--- src/rtl/gpr_wb_if.sv ---
// gpr_wb_if: writeback/issue bundle between EXU, LSU, IDU and the GPR writeback scheduler
// master: requesters (EXU/LSU writeback, IDU issue and source checks)
// slave: the scheduler (readies, busy flags, registered GPR write port)
interface gpr_wb_if #(
  parameter int AW = 5,
  parameter int DW = 64
);
  logic          exu_valid;
  logic          exu_ready;
  logic [AW-1:0] exu_rd;
  logic [DW-1:0] exu_data;
  logic          lsu_valid;
  logic          lsu_ready;
  logic [AW-1:0] lsu_rd;
  logic [DW-1:0] lsu_data;
  logic          iss_valid;
  logic [AW-1:0] iss_rd;
  logic [AW-1:0] rs1;
  logic [AW-1:0] rs2;
  logic          rs1_busy;
  logic          rs2_busy;
  logic          rf_wen;
  logic [AW-1:0] rf_rd;
  logic [DW-1:0] rf_wdata;
  modport master (
    output exu_valid, exu_rd, exu_data, lsu_valid, lsu_rd, lsu_data,
    output iss_valid, iss_rd, rs1, rs2,
    input  exu_ready, lsu_ready, rs1_busy, rs2_busy, rf_wen, rf_rd, rf_wdata
  );
  modport slave (
    input  exu_valid, exu_rd, exu_data, lsu_valid, lsu_rd, lsu_data,
    input  iss_valid, iss_rd, rs1, rs2,
    output exu_ready, lsu_ready, rs1_busy, rs2_busy, rf_wen, rf_rd, rf_wdata
  );
endinterface

--- src/rtl/gpr_wb_scheduler.sv ---
// gpr_wb_scheduler: round-robin EXU/LSU arbiter onto the single registered GPR write port, plus RAW scoreboard
// clk, rst  : clock and asynchronous active-high reset
// bus.exu_* : EXU writeback request (valid/ready/rd/data)
// bus.lsu_* : LSU load-return request (valid/ready/rd/data)
// bus.iss_* : IDU issue marks iss_rd pending; rs1/rs2 report busy
// bus.rf_*  : registered write port into register_file (x0 writes suppressed)
module gpr_wb_scheduler #(
  parameter int ADDR_WIDTH = 5,
  parameter int DATA_WIDTH = 64
) (
  input  logic     clk,
  input  logic     rst,
  gpr_wb_if.slave  bus
);
  typedef enum logic {LSU, EXU} src_t;
  src_t                   rr_ptr;
  logic [2**ADDR_WIDTH-1:0] pending;
  logic [2**ADDR_WIDTH-1:0] pending_nx;
  logic                   exu_go;
  logic                   lsu_go;
  assign bus.exu_ready = ~bus.lsu_valid | (rr_ptr == EXU);
  assign bus.lsu_ready = ~bus.exu_valid | (rr_ptr == LSU);
  assign exu_go        = bus.exu_valid & bus.exu_ready;
  assign lsu_go        = bus.lsu_valid & bus.lsu_ready;
  assign bus.rs1_busy  = pending[bus.rs1] & (bus.rs1 != '0);
  assign bus.rs2_busy  = pending[bus.rs2] & (bus.rs2 != '0);
  // Clear on commit first so a same-edge issue of the same register (the younger producer) wins.
  always_comb begin
    pending_nx = pending;
    if (bus.rf_wen) pending_nx[bus.rf_rd] = 1'b0;
    if (bus.iss_valid && bus.iss_rd != '0) pending_nx[bus.iss_rd] = 1'b1;
  end
  always_ff @(posedge clk or posedge rst) begin
    if (rst) begin
      rr_ptr       <= LSU;
      pending      <= '0;
      bus.rf_wen   <= 1'b0;
      bus.rf_rd    <= '0;
      bus.rf_wdata <= '0;
    end else begin
      pending    <= pending_nx;
      if (bus.exu_valid && bus.lsu_valid) rr_ptr <= (rr_ptr == LSU) ? EXU : LSU;
      // x0 transfers are accepted but never reach the register file.
      bus.rf_wen <= (exu_go && bus.exu_rd != '0) || (lsu_go && bus.lsu_rd != '0);
      if (exu_go || lsu_go) begin
        bus.rf_rd    <= exu_go ? bus.exu_rd : bus.lsu_rd;
        bus.rf_wdata <= exu_go ? bus.exu_data : bus.lsu_data;
      end
    end
  end
endmodule

--- src/flat_wrapper.sv ---
// flat-port wrapper written by rule: the top's interface ports become plain ports
module gpr_wb_scheduler_flat 
#(
  parameter int ADDR_WIDTH = 5,
  parameter int DATA_WIDTH = 64
)
  (clk, rst, bus_exu_valid, bus_exu_rd, bus_exu_data, bus_lsu_valid, bus_lsu_rd, bus_lsu_data, bus_iss_valid, bus_iss_rd, bus_rs1, bus_rs2, bus_exu_ready, bus_lsu_ready, bus_rs1_busy, bus_rs2_busy, bus_rf_wen, bus_rf_rd, bus_rf_wdata);
  gpr_wb_if #(.AW(5), .DW(64)) bus_i ();
  input  logic clk;
  input  logic rst;
  input wire logic [$bits(bus_i.exu_valid)-1:0] bus_exu_valid;
  input wire logic [$bits(bus_i.exu_rd)-1:0] bus_exu_rd;
  input wire logic [$bits(bus_i.exu_data)-1:0] bus_exu_data;
  input wire logic [$bits(bus_i.lsu_valid)-1:0] bus_lsu_valid;
  input wire logic [$bits(bus_i.lsu_rd)-1:0] bus_lsu_rd;
  input wire logic [$bits(bus_i.lsu_data)-1:0] bus_lsu_data;
  input wire logic [$bits(bus_i.iss_valid)-1:0] bus_iss_valid;
  input wire logic [$bits(bus_i.iss_rd)-1:0] bus_iss_rd;
  input wire logic [$bits(bus_i.rs1)-1:0] bus_rs1;
  input wire logic [$bits(bus_i.rs2)-1:0] bus_rs2;
  output wire logic [$bits(bus_i.exu_ready)-1:0] bus_exu_ready;
  output wire logic [$bits(bus_i.lsu_ready)-1:0] bus_lsu_ready;
  output wire logic [$bits(bus_i.rs1_busy)-1:0] bus_rs1_busy;
  output wire logic [$bits(bus_i.rs2_busy)-1:0] bus_rs2_busy;
  output wire logic [$bits(bus_i.rf_wen)-1:0] bus_rf_wen;
  output wire logic [$bits(bus_i.rf_rd)-1:0] bus_rf_rd;
  output wire logic [$bits(bus_i.rf_wdata)-1:0] bus_rf_wdata;
  assign bus_i.exu_valid = bus_exu_valid;
  assign bus_i.exu_rd = bus_exu_rd;
  assign bus_i.exu_data = bus_exu_data;
  assign bus_i.lsu_valid = bus_lsu_valid;
  assign bus_i.lsu_rd = bus_lsu_rd;
  assign bus_i.lsu_data = bus_lsu_data;
  assign bus_i.iss_valid = bus_iss_valid;
  assign bus_i.iss_rd = bus_iss_rd;
  assign bus_i.rs1 = bus_rs1;
  assign bus_i.rs2 = bus_rs2;
  assign bus_exu_ready = bus_i.exu_ready;
  assign bus_lsu_ready = bus_i.lsu_ready;
  assign bus_rs1_busy = bus_i.rs1_busy;
  assign bus_rs2_busy = bus_i.rs2_busy;
  assign bus_rf_wen = bus_i.rf_wen;
  assign bus_rf_rd = bus_i.rf_rd;
  assign bus_rf_wdata = bus_i.rf_wdata;
  gpr_wb_scheduler #(.ADDR_WIDTH(ADDR_WIDTH), .DATA_WIDTH(DATA_WIDTH)) u_core (.clk(clk), .rst(rst), .bus(bus_i));
endmodule
--- config.mk ---
export PLATFORM = sky130hd
export DESIGN_NAME = gpr_wb_scheduler_flat
export DESIGN_NICKNAME = d
export VERILOG_FILES = /design/src/rtl/gpr_wb_if.sv /design/src/rtl/gpr_wb_scheduler.sv /design/src/flat_wrapper.sv
export SDC_FILE = /design/constraint.sdc
export NUM_CORES = 1
export LEC_CHECK = 0
export ABC_AREA = 1
export CAP_MARGIN = 20
export CELL_PAD_IN_SITES_DETAIL_PLACEMENT = 1
export CELL_PAD_IN_SITES_GLOBAL_PLACEMENT = 1
export CORE_UTILIZATION = 27
export CTS_CLUSTER_SIZE = 8
export DETAILED_ROUTE_END_ITERATION = 8
export GPL_TIMING_DRIVEN = 0
export PLACE_DENSITY_LB_ADDON = 0.1
export SKIP_LAST_GASP = 1
export SYNTH_ARGS = -nofsm -noshare
export SYNTH_HDL_FRONTEND = slang
export SYNTH_SLANG_ARGS = --single-unit
--- constraint.sdc ---
create_clock -name clk -period 3.38 [get_ports clk]
set_input_delay 0.676 -clock clk [delete_from_list [all_inputs] [get_ports clk]]
set_output_delay 0.676 -clock clk [all_outputs]
set_load 0.02 [all_outputs]
* Word level (Yosys, flattened, before mapping) *
Index checks and enable logic that the tools add are counted.

word-level totals
  register bits after elaboration = 103
  bits in latches = 0
  bits in writable memories = 0
  ROM bits = 0
  input bits = 158
  output and inout bits = 74
  word-level logic and storage cells = 49
  memories = 0

operators by class
  $add $sub $neg = 0
  multiply operators = 0
  divide/modulo/power cells = 0
  order comparisons = 6
  equal/unequal tests = 0
  shift operators = 0
  multiplexer cells = 13
  bitwise operators = 12
  reduce and logical (&&, ||, !) cells = 13

operators by type and width
  kind                                                               number
  2-to-1 mux 32 bit                                                  2
  2-to-1 mux 64 bit                                                  1
  AND 32 bit                                                         1
  NOT 32 bit                                                         1
  bitwise OR 32 bit                                                  1
  nonzero test 5 bit                                                 5
  < comparator 5 x 6 -> 1 bit, second input constant                 4
  binary-select mux 1 bit (select 5 bit)                             2
  demux 1 bit (select 5 bit)                                         2
  greater-or-equal comparator 5 x 1 -> 1 bit, second input constant  2
  logical AND 1 bit                                                  6
  2-to-1 mux 1 bit                                                   5
  2-to-1 mux 5 bit                                                   1
  AND 1 bit                                                          4
  NOT 1 bit                                                          3
  logical OR 1 bit                                                   2
  bitwise OR 1 bit                                                   2

* Depth between registers and ports, before layout *
  word-level depth = 9
  depth in mapped cells = 12
  gate-level depth less buffers = 10

* Least setup slack after synthesis *
OpenSTA, ideal clock, no wires.

  path type = input -> output
  from = in bus_rs1[0]
  to = out bus_rs1_busy
  arrival = 1593 ps
  data required time = 2704 ps
  setup slack = 1111 ps
  stages = 12
  buffers on the path = 2
  path through = buf_2 inv_2 buf_2 nand2_1 nand3_1 nand2_1 nand2_1 nand2_1 inv_1 nand2_1 nand2_1 nand2_1

on the way
  word-level cells in the longest chain between the ends = 3
  elaborated cells between the ends (all ways) = 4
  classes of those cells = mux: 2; bitwise: 1; reduce/logical: 1

ends and longest elaborated chain
  item                                    line                    RTL
  start: declaration                      flat_wrapper.sv:19      input wire logic [$bits(bus_i.rs1)-1:0] bus_rs1;
  binary-select mux 1 bit (select 5 bit)  gpr_wb_scheduler.sv:25  assign bus.rs1_busy = pending[bus.rs1] & (bus.rs1 != '0);
  2-to-1 mux 1 bit (not written as such)  gpr_wb_scheduler.sv:25
  AND 1 bit (*)                           gpr_wb_scheduler.sv:25
  end: declaration                        flat_wrapper.sv:23      output wire logic [$bits(bus_i.rs1_busy)-1:0] bus_rs1_busy;

Every way passes the cells marked *; elsewhere a longest branch is shown, timed or not. The select of a mux whose other input is x is not followed.

* Worst setup path after layout *
  from = in bus_rs1[2]
  to = out bus_rs1_busy

The elaborated chain is that of the path after synthesis.

==> impl_metrics.tcl <==
set metrics [dict create \
    grt_pass1_vias 6274 \
    clock_latency_ns 0.36 \
    hold_violations 0 \
    switchingPower_mw 1.61 \
    setup_violations 0 \
    track_usage_pct 21.7 \
    mostFrequentLayoutCell "clkdlybuf4s50_1" \
    p_per_area_mw_per_mm2 548 \
    reg2reg_depth 8 \
    drc 0 \
    fp.coreArea_mm2 0.0190 \
    grt_overflow 0 \
    clk_pin_slew_ns 0.07 \
    area.sequential_mm2 0.00258 \
    endpoint "bus_rs1_busy" \
    drt-vias-per-instance 4.70 \
    drv_slew 0 \
    yosysSeqAreaShare_pct 48.4 \
    startpoint_type "input port" \
    syn_inst 718 \
    timing.rr.end "u_core.bus.rf_rd[2]$_DFFE_PP0P_" \
    cts_sinks 103 \
    nets 1116 \
    rows 50 \
    io_pins 232 \
    regToRegSetupSlack_ns 1.77 \
    combPwrFrac_pct 35.7 \
    clockRootBuffer "clkbuf_16" \
    grt_pass1_wl_um 33800 \
    rsz0062_at_grt "no" \
    antenna_found_initial 0 \
    fmax_mhz 327 \
    ir_drop_mv 0.280 \
    ys_ff_latch 103 \
    cp-end-kind "output pin" \
    cts_setup_buffers 0 \
    power_mw 4.54 \
    tightest_slew_ns 0.522 \
    dr.pass1.iters 4 \
    netlist_area_mm2 0.00532 \
    swShare_pct 35.3 \
    fin_worst_skew_ns 0.0110 \
    layout_common_cells "clkdlybuf4s50_1, nand2_1, o21ai_0, dfrtp_1, nor2_1" \
    wire_per_inst_um 17.1 \
    power_frac_seq_pct 38.7 \
    internal_power_mw 2.94 \
    cts_made_buffers 9 \
    multi_input_area_mm2 0.00230 \
    critical_path_required_ns 2.70 \
    cp_data_arrival_time_ns 2.38 \
    clock_path_buffers 2 \
    post_cts_resized 0 \
    setup_slack_ns 0.321 \
    grt_max_degree 48 \
    ant_nets 0 \
    yosysUniqueCellTypes 22 \
    cts_tree "built" \
    start_util_pct 28.0 \
    htree_levels 3 \
    synth_warnings 0 \
    drive_above_1_share_pct 5.40 \
    place_hpwl_um 16400 \
    path_class "input port to output pin" \
    startpoint "bus_rs1[2]" \
    drt_iter0_drc 226 \
    status "complete, no violations" \
    place.gp.congestion 0.822 \
    die_width_um 142 \
    wl_um 21000 \
    cp_max_fo 4 \
    p_clk_share_pct 25.6 \
    fp.dieH_um 142 \
    via_count 5752 \
    fin_crit_sh_pct 90.5 \
    diodes 0 \
    post_synth.cell_area_avg_um2 7.41 \
    rr_startpoint "u_core.rr_ptr$_DFFE_PP0P_" \
    synthToLayoutAreaGrowth_pct 55.8 \
    leakage_nw 3.60 \
    hold_buffers 0 \
    worst_slew_margin_rel_pct 65.2 \
    io_buffers 227 \
    period_minus_slack_ns 3.06 \
    syn-num-nets 876 \
    place_ws_ns 0.282 \
    min_path_type "flip-flop to flip-flop" \
    die_area_mm2 0.0203 \
    maxCapViolations 0 \
    fillers 2362 \
]
==> sequential cells by signal, summed over array words and instances, names as in the netlist <==
name and flops:
u_core.bus.rf_wdata 64, u_core.pending 32, u_core.bus.rf_rd 5, u_core.bus.rf_wen 1, u_core.rr_ptr 1
==> synthesized netlist by cell type <==
master    instances  share of area, %
clkbuf_2          2              0.19
nand4_1           1              0.12
o22ai_1           2              0.24
o21ai_0         117                11
buf_6             5               1.1
buf_4             3              0.42
inv_2             4              0.28
dfrtp_1         103                48
nand3_1          67               6.3
or3_1             1              0.12
o21ai_1          42               3.9
buf_2            17               1.6
nand2_1         162                11
clkinv_1          2              0.14
nand2_2           3              0.35
nor3_1            2              0.19
inv_1            57               4.0
nor2_1           72               5.1
clkbuf_1          8              0.56
buf_1             1             0.070
a31oi_1           2              0.24
a21oi_1          45               4.2
==> how the worst min path moves through the flow <==
stage / from / cells past startpoint / to
CTS: u_core.bus.rf_wdata[63]$_DFFE_PP0P_ / 2 / u_core.bus.rf_wdata[63]$_DFFE_PP0P_
floorplan: u_core.pending[1]$_DFF_PP0_ / 2 / u_core.pending[1]$_DFF_PP0_
detailed placement: u_core.bus.rf_wdata[63]$_DFFE_PP0P_ / 2 / u_core.bus.rf_wdata[63]$_DFFE_PP0P_
global placement: u_core.bus.rf_wdata[52]$_DFFE_PP0P_ / 2 / u_core.bus.rf_wdata[52]$_DFFE_PP0P_
finish: u_core.bus.rf_wdata[63]$_DFFE_PP0P_ / 2 / u_core.bus.rf_wdata[63]$_DFFE_PP0P_
global route: u_core.bus.rf_wdata[27]$_DFFE_PP0P_ / 2 / u_core.bus.rf_wdata[27]$_DFFE_PP0P_
==> through the flow <==
| step | setup TNS, ns | cells | instance area (um2) | util [%] | hold WS, ns |
|---|---|---|---|---|---|
| after floorplan | 0 | 718 | 5320 | - | 0.471 |
| after global placement | -206.07 | 1205 | 7920 | 41.6 | 0.469 |
| after detailed placement | 0 | 1207 | 7970 | 41.9 | 0.474 |
| after CTS | 0 | 1223 | 8290 | 43.6 | 0.493 |
| after global routing | 0 | 1223 | 8290 | 43.6 | 0.521 |
| final | 0 | 1223 | 8290 | 43.6 | 0.486 |
==> layout make-up <==
cell class | count | area share, %
well taps | 260 | 3.92
repair buffers | 229 | 28.0
plain buffers | 36 | 2.50
clock inverters | 5 | 0.981
inverters | 63 | 2.88
multi-input cells | 516 | 27.7
flip-flops and latches | 103 | 31.1
clock buffers | 11 | 2.93
==> worst max-delay path, stage by stage <==
cell             delay [ns]
clkdlybuf4s50_1        0.54
inv_1                  0.10
nor2_1                 0.15
nand2_1                0.08
nand2_1                0.06
inv_1                  0.03
nand2_1                0.05
nand2_1                0.04
nand2_1                0.06
clkdlybuf4s50_1        0.59
==> routing by layer <==
layer / global-route usage [%] / vias up / part of all wire, %
met2: 37.6 / 152 / 49
li1: - / 2843 / -
met5: 0 / - / 0
met4: 6.79 / 0 / 1.9
met1: 24.9 / 2736 / 41
met3: 7.50 / 21 / 8.2
==> power by group through the flow <==
| stage | Combinational [mW] | Sequential, mW | Clock (mW) |
|---|---|---|---|
| global placement | 1.61 | 1.76 | 0 |
| floorplan | 0.712 | 1.89 | 0 |
| global route | 1.82 | 1.80 | 1.22 |
| finish | 1.62 | 1.76 | 1.16 |
| detailed placement | 1.63 | 1.78 | 0 |
| CTS | 1.64 | 1.76 | 1.19 |
==> cell families after synthesis <==
logic type | Yosys count | share of synthesized area, %
buffers and inverters | 99 | 8.34
DFF | 103 | 48.4
and+or+nand+nor | 308 | 23.6
AOI/OAI and AO/OA | 208 | 19.7
Power figures use the tool's default switching activity.
